File: config.mk
export PLATFORM = sky130hd
export DESIGN_NAME = alu_acc_16
export DESIGN_NICKNAME = d
export VERILOG_FILES = /design/src/rtl/alu_acc_16.sv
export SDC_FILE = /design/constraint.sdc
export NUM_CORES = 1
export LEC_CHECK = 0
export ABC_AREA = 1
export CORE_ASPECT_RATIO = 1.5
export CORE_MARGIN = 1.5
export CORE_UTILIZATION = 35
export DETAILED_ROUTE_END_ITERATION = 12
export HOLD_SLACK_MARGIN = 0.02
export PLACE_DENSITY_LB_ADDON = 0.3
export SETUP_SLACK_MARGIN = 0.3
export SKIP_LAST_GASP = 1
export SLEW_MARGIN = 10
export SYNTH_ARGS = -nofsm -noshare
export SYNTH_HDL_FRONTEND = slang
export SYNTH_SLANG_ARGS = --single-unit
File: constraint.sdc
create_clock -name clk -period 2.5 [get_ports clk]
set_input_delay 0.5 -clock clk [delete_from_list [all_inputs] [get_ports clk]]
set_output_delay 0.5 -clock clk [all_outputs]
set_load 0.01 [all_outputs]
File: src/rtl/alu_acc_16.sv
// rtl/alu_acc_16.sv - 16-bit accumulator ALU with iterative shift-add multiply
// Optional signed-overflow flag on v_out when MYCPU_ALU_OVF_EN is defined.

module alu_acc_16 #(
    parameter int WIDTH      = 16,
    parameter int MUL_CYCLES = 16
) (
    input  logic             clk,
    input  logic             rst_n,
    input  logic             start_in,
    input  logic [2:0]       op_in,
    input  logic [WIDTH-1:0] d_in,
    output logic [WIDTH-1:0] acc_out,
    output logic             busy_out,
    output logic             done_out,
    output logic             z_out,
    output logic             n_out,
    output logic             c_out,
    output logic             v_out
);

    localparam int CNT_W = (MUL_CYCLES > 1) ? $clog2(MUL_CYCLES) : 1;
    localparam logic [CNT_W-1:0] CNT_LAST = CNT_W'(MUL_CYCLES - 1);

    localparam logic [2:0] OP_LOAD = 3'b000;
    localparam logic [2:0] OP_ADD  = 3'b001;
    localparam logic [2:0] OP_SUB  = 3'b010;
    localparam logic [2:0] OP_AND  = 3'b011;
    localparam logic [2:0] OP_OR   = 3'b100;
    localparam logic [2:0] OP_XOR  = 3'b101;
    localparam logic [2:0] OP_MUL  = 3'b110;
    localparam logic [2:0] OP_CLR  = 3'b111;

    typedef enum logic {
        S_IDLE = 1'b0,
        S_MUL  = 1'b1
    } state_t;

    state_t             state_q;
    logic [WIDTH-1:0]   acc_q;
    logic               z_q;
    logic               n_q;
    logic               c_q;
    logic               busy_q;
    logic               done_q;
    logic [2*WIDTH-1:0] mcand_q;
    logic [WIDTH-1:0]   mplier_q;
    logic [2*WIDTH-1:0] prod_q;
    logic [CNT_W-1:0]   cnt_q;

    logic [WIDTH:0]     sum_ext;
    logic [WIDTH:0]     diff_ext;
    logic [WIDTH-1:0]   alu_res;
    logic               alu_c;
    logic [2*WIDTH-1:0] prod_next;

    assign sum_ext  = {1'b0, acc_q} + {1'b0, d_in};
    assign diff_ext = {1'b0, acc_q} - {1'b0, d_in};

    // One shift-add step: multiplier LSB selects whether the shifted multiplicand accumulates.
    assign prod_next = prod_q + (mplier_q[0] ? mcand_q : '0);

    always_comb begin
        alu_res = '0;
        alu_c   = 1'b0;
        case (op_in)
            OP_LOAD: alu_res = d_in;
            OP_ADD: begin
                alu_res = sum_ext[WIDTH-1:0];
                alu_c   = sum_ext[WIDTH];
            end
            OP_SUB: begin
                alu_res = diff_ext[WIDTH-1:0];
                alu_c   = diff_ext[WIDTH];
            end
            OP_AND:  alu_res = acc_q & d_in;
            OP_OR:   alu_res = acc_q | d_in;
            OP_XOR:  alu_res = acc_q ^ d_in;
            OP_CLR:  alu_res = '0;
            default: alu_res = acc_q;
        endcase
    end

`ifdef MYCPU_ALU_OVF_EN
    logic v_q;
    logic alu_v;

    always_comb begin
        alu_v = 1'b0;
        if (op_in == OP_ADD) begin
            alu_v = (acc_q[WIDTH-1] == d_in[WIDTH-1]) &&
                    (alu_res[WIDTH-1] != acc_q[WIDTH-1]);
        end else if (op_in == OP_SUB) begin
            alu_v = (acc_q[WIDTH-1] != d_in[WIDTH-1]) &&
                    (alu_res[WIDTH-1] != acc_q[WIDTH-1]);
        end
    end

    always_ff @(posedge clk or negedge rst_n) begin
        if (!rst_n) begin
            v_q <= 1'b0;
        end else if (state_q == S_IDLE && start_in && op_in != OP_MUL) begin
            v_q <= alu_v;
        end else if (state_q == S_MUL && cnt_q == CNT_LAST) begin
            v_q <= 1'b0;
        end
    end

    assign v_out = v_q;
`else
    assign v_out = 1'b0;
`endif

    always_ff @(posedge clk or negedge rst_n) begin
        if (!rst_n) begin
            state_q  <= S_IDLE;
            acc_q    <= '0;
            z_q      <= 1'b1;
            n_q      <= 1'b0;
            c_q      <= 1'b0;
            busy_q   <= 1'b0;
            done_q   <= 1'b0;
            mcand_q  <= '0;
            mplier_q <= '0;
            prod_q   <= '0;
            cnt_q    <= '0;
        end else begin
            done_q <= 1'b0;
            case (state_q)
                S_IDLE: begin
                    if (start_in) begin
                        if (op_in == OP_MUL) begin
                            mcand_q  <= {{WIDTH{1'b0}}, acc_q};
                            mplier_q <= d_in;
                            prod_q   <= '0;
                            cnt_q    <= '0;
                            busy_q   <= 1'b1;
                            state_q  <= S_MUL;
                        end else begin
                            acc_q  <= alu_res;
                            z_q    <= (alu_res == '0);
                            n_q    <= alu_res[WIDTH-1];
                            c_q    <= alu_c;
                            done_q <= 1'b1;
                        end
                    end
                end
                S_MUL: begin
                    prod_q   <= prod_next;
                    mcand_q  <= mcand_q << 1;
                    mplier_q <= mplier_q >> 1;
                    cnt_q    <= cnt_q + 1'b1;
                    if (cnt_q == CNT_LAST) begin
                        acc_q   <= prod_next[WIDTH-1:0];
                        z_q     <= (prod_next[WIDTH-1:0] == '0);
                        n_q     <= prod_next[WIDTH-1];
                        c_q     <= |prod_next[2*WIDTH-1:WIDTH];
                        busy_q  <= 1'b0;
                        done_q  <= 1'b1;
                        state_q <= S_IDLE;
                    end
                end
                default: state_q <= S_IDLE;
            endcase
        end
    end

    assign acc_out  = acc_q;
    assign busy_out = busy_q;
    assign done_out = done_q;
    assign z_out    = z_q;
    assign n_out    = n_q;
    assign c_out    = c_q;

endmodule
==> reports/results.ini <==
[place]
final_gp_congestion = 0.9863
detailed_place_hpwl_um = 28920
port_buffers = 42
dp_worst_setup_slack_ns = -0.6208
placedInstanceArea_um2 = 12410

[route]
top_layer_used = met4
dr_wl_met2_um = 20240
routed_via_density = 5.166
drt-initial-drc-count = 575
drt-wirelength-per-cell_um = 17.80
m1WireLength_um = 14090
drtAntennaViolNets = 0
wirelength_um = 38360
first_pass_iters = 9
detailroute.wirelength.met3_um = 1056
via_count = 11130
drc = 4

[synth]
synth.net_count = 1642
ys_dominant_reg_cell = sky130_fd_sc_hd__dfrtp_1
synthesis.yosys.warnings = 0
yosys.cell_types.count = 50
synth_top_family_by_area = simple AND/OR/NAND/NOR gates
post_synth_mux_area_share = 0
post_synthesis_instance_area_um2 = 9777
asyncSetResetFlopFracSynth = 1.000
postSynthCellCount = 1534
simple_logic_cell_fraction_of_the_synthesized_area = 0.3475
post_synth_xor_area_fraction = 0.01523
yosys.area_share.adder = 0.1124
synth-seq-cells = 105
register_area_share_after_synthesis = 0.2689
synth-compound-area-share = 0.1293
synth.avg_cell_area_um2 = 6.373
number_of_enable_flip_flop_cells_after_synthesis = 0

[sta]
worst_slack_ns = -0.2813
max_freq_mhz = 359.5
skew_ns = 0.01403
period_share = 1.113
worstMarginPinSlew_ns = 0.6027
rsz_0062_raised_after_global_routing = true
final_max_slew_viol_count = 0
final_critical_period_ns = 2.781
final-hold-violation-count = 0
final-setup-viol-count = 10
slew_headroom = 0.5982

[layout]
drive_above_1_share = 0.3558
final.fill_count = 2534
fin_area_um2 = 14770
final_stage_net_count = 1916
insertedDiodeCount = 0
syn2layout_area_growth_pct = 51.02

[power]
power.share.switching = 0.4811
power.internal_uw = 10520
power_per_cell_area_nw_per_um2 = 1373
design_power_total_uw = 20280
share_seq_of_total_power = 0.155
combPwrFrac = 0.769
power.share.clock = 0.076
vdd_ir_drop_max_v = 0.0005885
static-leakage-power_uw = 0.007602
power.net_switching_uw = 9754

[global_routing]
number_of_global_route_vias_before_repair = 11300
grt_start_max_net_pins = 54
grt_first_pass_wirelength_um = 58530
grt.overflow.total = 0
antenna_found_initial = 0
groute.usage.overall = 0.2585

[clock_network]
clock_latency_ns = 0.37
clk_path_buf_depth = 2
numClockSinks = 105
cts.reportedPaths.clkPinSlew_ns = 0.08
cts.hold.buffers_added = 0
cts_made_buffers = 9
clock_tree.htree_level_count = 3
tritoncts_clock_tree = yes
clk_root_buffer_cell = sky130_fd_sc_hd__clkbuf_16

[worst_setup_path]
worstSetupEndpointType = flop
required_time_of_the_critical_path_ns = 2.76
timing.critical_path.from_type = flop
crit_fanout = 6
arrival_ns = 3.04
critical_path_class = flop to flop

[floorplanning]
die-area_um2 = 28970
floorplan.rows = 74
core_region_area_um2 = 27310
fp.dieW_um = 139.5
ios = 44
floorplan.initialDensity = 0.3579
die_h_um = 207.7

[hold_path]
holdCritPathClass = input pin to async pin

[status]
failed_checks = DRC, setup timing
run_status = finished with violations

[flow_run]
max_cap_viol_count = 0

==> timing repair <==
item	CTS	global route
setup endpoints to repair	41	82
resized for setup	212	240
gates cloned	2	0
setup buffers	10	13
pin swaps	45	62
==> kinds of logic (layout without fill, tap and decap cells) <==
kind of cell,Yosys count,in the layout
adders and majority gates,86,86
other,1,1
DFF,105,105
and+or+nand+nor,810,810
AOI/OAI and AO/OA,211,211
xor gates and xnor gates,17,17
buffers and inverters,304,583
==> cell usage after synthesis, types with 2 or more instances <==
cell type | n | share of area
sky130_fd_sc_hd__nand2_1 | 459 | 0.18
sky130_fd_sc_hd__inv_1 | 245 | 0.094
sky130_fd_sc_hd__nor2_1 | 170 | 0.065
sky130_fd_sc_hd__nand3_1 | 113 | 0.058
sky130_fd_sc_hd__dfrtp_1 | 104 | 0.27
sky130_fd_sc_hd__ha_1 | 83 | 0.11
sky130_fd_sc_hd__o22ai_1 | 56 | 0.036
sky130_fd_sc_hd__a21oi_1 | 50 | 0.026
sky130_fd_sc_hd__o21ai_0 | 49 | 0.025
sky130_fd_sc_hd__clkbuf_1 | 24 | 0.0092
sky130_fd_sc_hd__a22o_1 | 18 | 0.016
sky130_fd_sc_hd__nand4_1 | 15 | 0.0096
sky130_fd_sc_hd__buf_2 | 12 | 0.0061
sky130_fd_sc_hd__xnor2_1 | 12 | 0.011
sky130_fd_sc_hd__a31oi_1 | 11 | 0.0070
sky130_fd_sc_hd__nor3_1 | 10 | 0.0051
sky130_fd_sc_hd__buf_4 | 9 | 0.0069
sky130_fd_sc_hd__nand2_2 | 9 | 0.0058
sky130_fd_sc_hd__or2_2 | 8 | 0.0051
sky130_fd_sc_hd__o21ai_1 | 7 | 0.0036
sky130_fd_sc_hd__o21bai_1 | 7 | 0.0054
sky130_fd_sc_hd__a211oi_1 | 6 | 0.0046
sky130_fd_sc_hd__nor2_2 | 6 | 0.0038
sky130_fd_sc_hd__buf_6 | 5 | 0.0058
sky130_fd_sc_hd__xor2_1 | 5 | 0.0045
sky130_fd_sc_hd__and2_1 | 3 | 0.0019
sky130_fd_sc_hd__fa_1 | 3 | 0.0061
sky130_fd_sc_hd__inv_2 | 3 | 0.0012
sky130_fd_sc_hd__nand3_2 | 3 | 0.0031
sky130_fd_sc_hd__nor3_2 | 3 | 0.0031
sky130_fd_sc_hd__or2_1 | 3 | 0.0019
sky130_fd_sc_hd__a21oi_2 | 2 | 0.0018
sky130_fd_sc_hd__clkinv_1 | 2 | 0.00077
sky130_fd_sc_hd__nand3_4 | 2 | 0.0036
sky130_fd_sc_hd__or2_0 | 2 | 0.0013
==> routing by layer <==
layer	up-vias	GRT usage
met5	-	0
met4	0	0.1731
met3	132	0.02514
met2	276	0.4932
met1	5304	0.2625
li1	5421	-
==> area by class of cell <==
type | instances | area, um2 | area share
Multi-Input combinational cell | 1125 | 7635 | 0.5171
Timing Repair Buffer | 315 | 2800 | 0.1896
Sequential cell | 105 | 2630 | 0.1781
Inverter | 252 | 962.2 | 0.06516
Tap cell | 342 | 427.9 | 0.02898
Clock buffer | 10 | 239.0 | 0.01619
Clock inverter | 6 | 71.32 | 0.004830
==> final timing paths <==
kind / startpoint / end / slack, ns / cells past startpoint
worst max-delay path: mplier_q[0] / c_out / -0.28 / 21
worst min-delay path: rst_n / acc_out[9] / 0.12 / 1
worst max register to register: mplier_q[0] / c_out / -0.28 / 21
worst min register to register: mcand_q[31] / mcand_q[31] / 0.49 / 2
max in group asynchronous: rst_n / mplier_q[0] / 1.73 / 2
min in group clk: mcand_q[31] / mcand_q[31] / 0.49 / 2
==> worst max-delay path: stages (launching register included) <==
cell and delay (ns):
sky130_fd_sc_hd__dfrtp_2 0.44, sky130_fd_sc_hd__buf_12 0.15, sky130_fd_sc_hd__buf_16 0.15, sky130_fd_sc_hd__nand2_4 0.06, sky130_fd_sc_hd__inv_4 0.04, sky130_fd_sc_hd__fa_2 0.37, sky130_fd_sc_hd__nand3_2 0.09, sky130_fd_sc_hd__nand3_4 0.12
sky130_fd_sc_hd__nand2_2 0.12, sky130_fd_sc_hd__nand2_4 0.09, sky130_fd_sc_hd__nand2_4 0.09, sky130_fd_sc_hd__nand2_8 0.08, sky130_fd_sc_hd__nand2_2 0.07, sky130_fd_sc_hd__nand2_1 0.05, sky130_fd_sc_hd__nand2_1 0.06, sky130_fd_sc_hd__nand2_2 0.09
sky130_fd_sc_hd__nor2_4 0.14, sky130_fd_sc_hd__nand2_1 0.07, sky130_fd_sc_hd__nor2_2 0.10, sky130_fd_sc_hd__nand3_1 0.13, sky130_fd_sc_hd__nand2_1 0.10, sky130_fd_sc_hd__nand2_1 0.05
==> sequential cells by signal (all words and copies together), names as in the netlist <==
name / cells
acc_out: 16
busy_out: 1
c_out: 1
cnt_q: 4
done_out: 1
mcand_q: 32
mplier_q: 16
prod_q: 32
state_q: 1
z_out: 1
==> through the flow <==
step | cells | utilization | hold WS [ns] | TNS (ns)
final | 2155 | 0.5406 | 0.1226 | -1.178
after global routing | 2155 | 0.5406 | 0.1524 | -2.675
after CTS | 2142 | 0.5029 | 0.1291 | -0.8861
after detailed placement | 2114 | 0.4545 | 0.4732 | -7.756
after global placement | 2114 | 0.4545 | 0.4666 | -6.438
after floorplan | 1534 | - | 0.2044 | 0
==> placed cells by master (no fill, tap or decap), types with 34 or more instances in the layout <==
master / n
sky130_fd_sc_hd__nand2_1: 352
sky130_fd_sc_hd__buf_4: 238
sky130_fd_sc_hd__inv_1: 200
sky130_fd_sc_hd__nor2_1: 132
sky130_fd_sc_hd__dfrtp_1: 103
sky130_fd_sc_hd__nand3_1: 94
sky130_fd_sc_hd__nand2_2: 75
sky130_fd_sc_hd__o22ai_1: 55
sky130_fd_sc_hd__inv_2: 46
sky130_fd_sc_hd__ha_1: 40
sky130_fd_sc_hd__ha_4: 40
sky130_fd_sc_hd__nand2_4: 39
sky130_fd_sc_hd__o21ai_0: 34
==> power by group through the flow <==
| stage | Sequential, uW | Combinational (uW) | Clock [uW] |
|---|---|---|---|
| after CTS | 3070 | 13100 | 1570 |
| after global routing | 3230 | 16800 | 1630 |
| after detailed placement | 2990 | 11200 | 0 |
| final | 3150 | 15600 | 1540 |
| after floorplan | 3020 | 6100 | 0 |
| after global placement | 2970 | 11100 | 0 |
(Power assumes the default switching activity.)
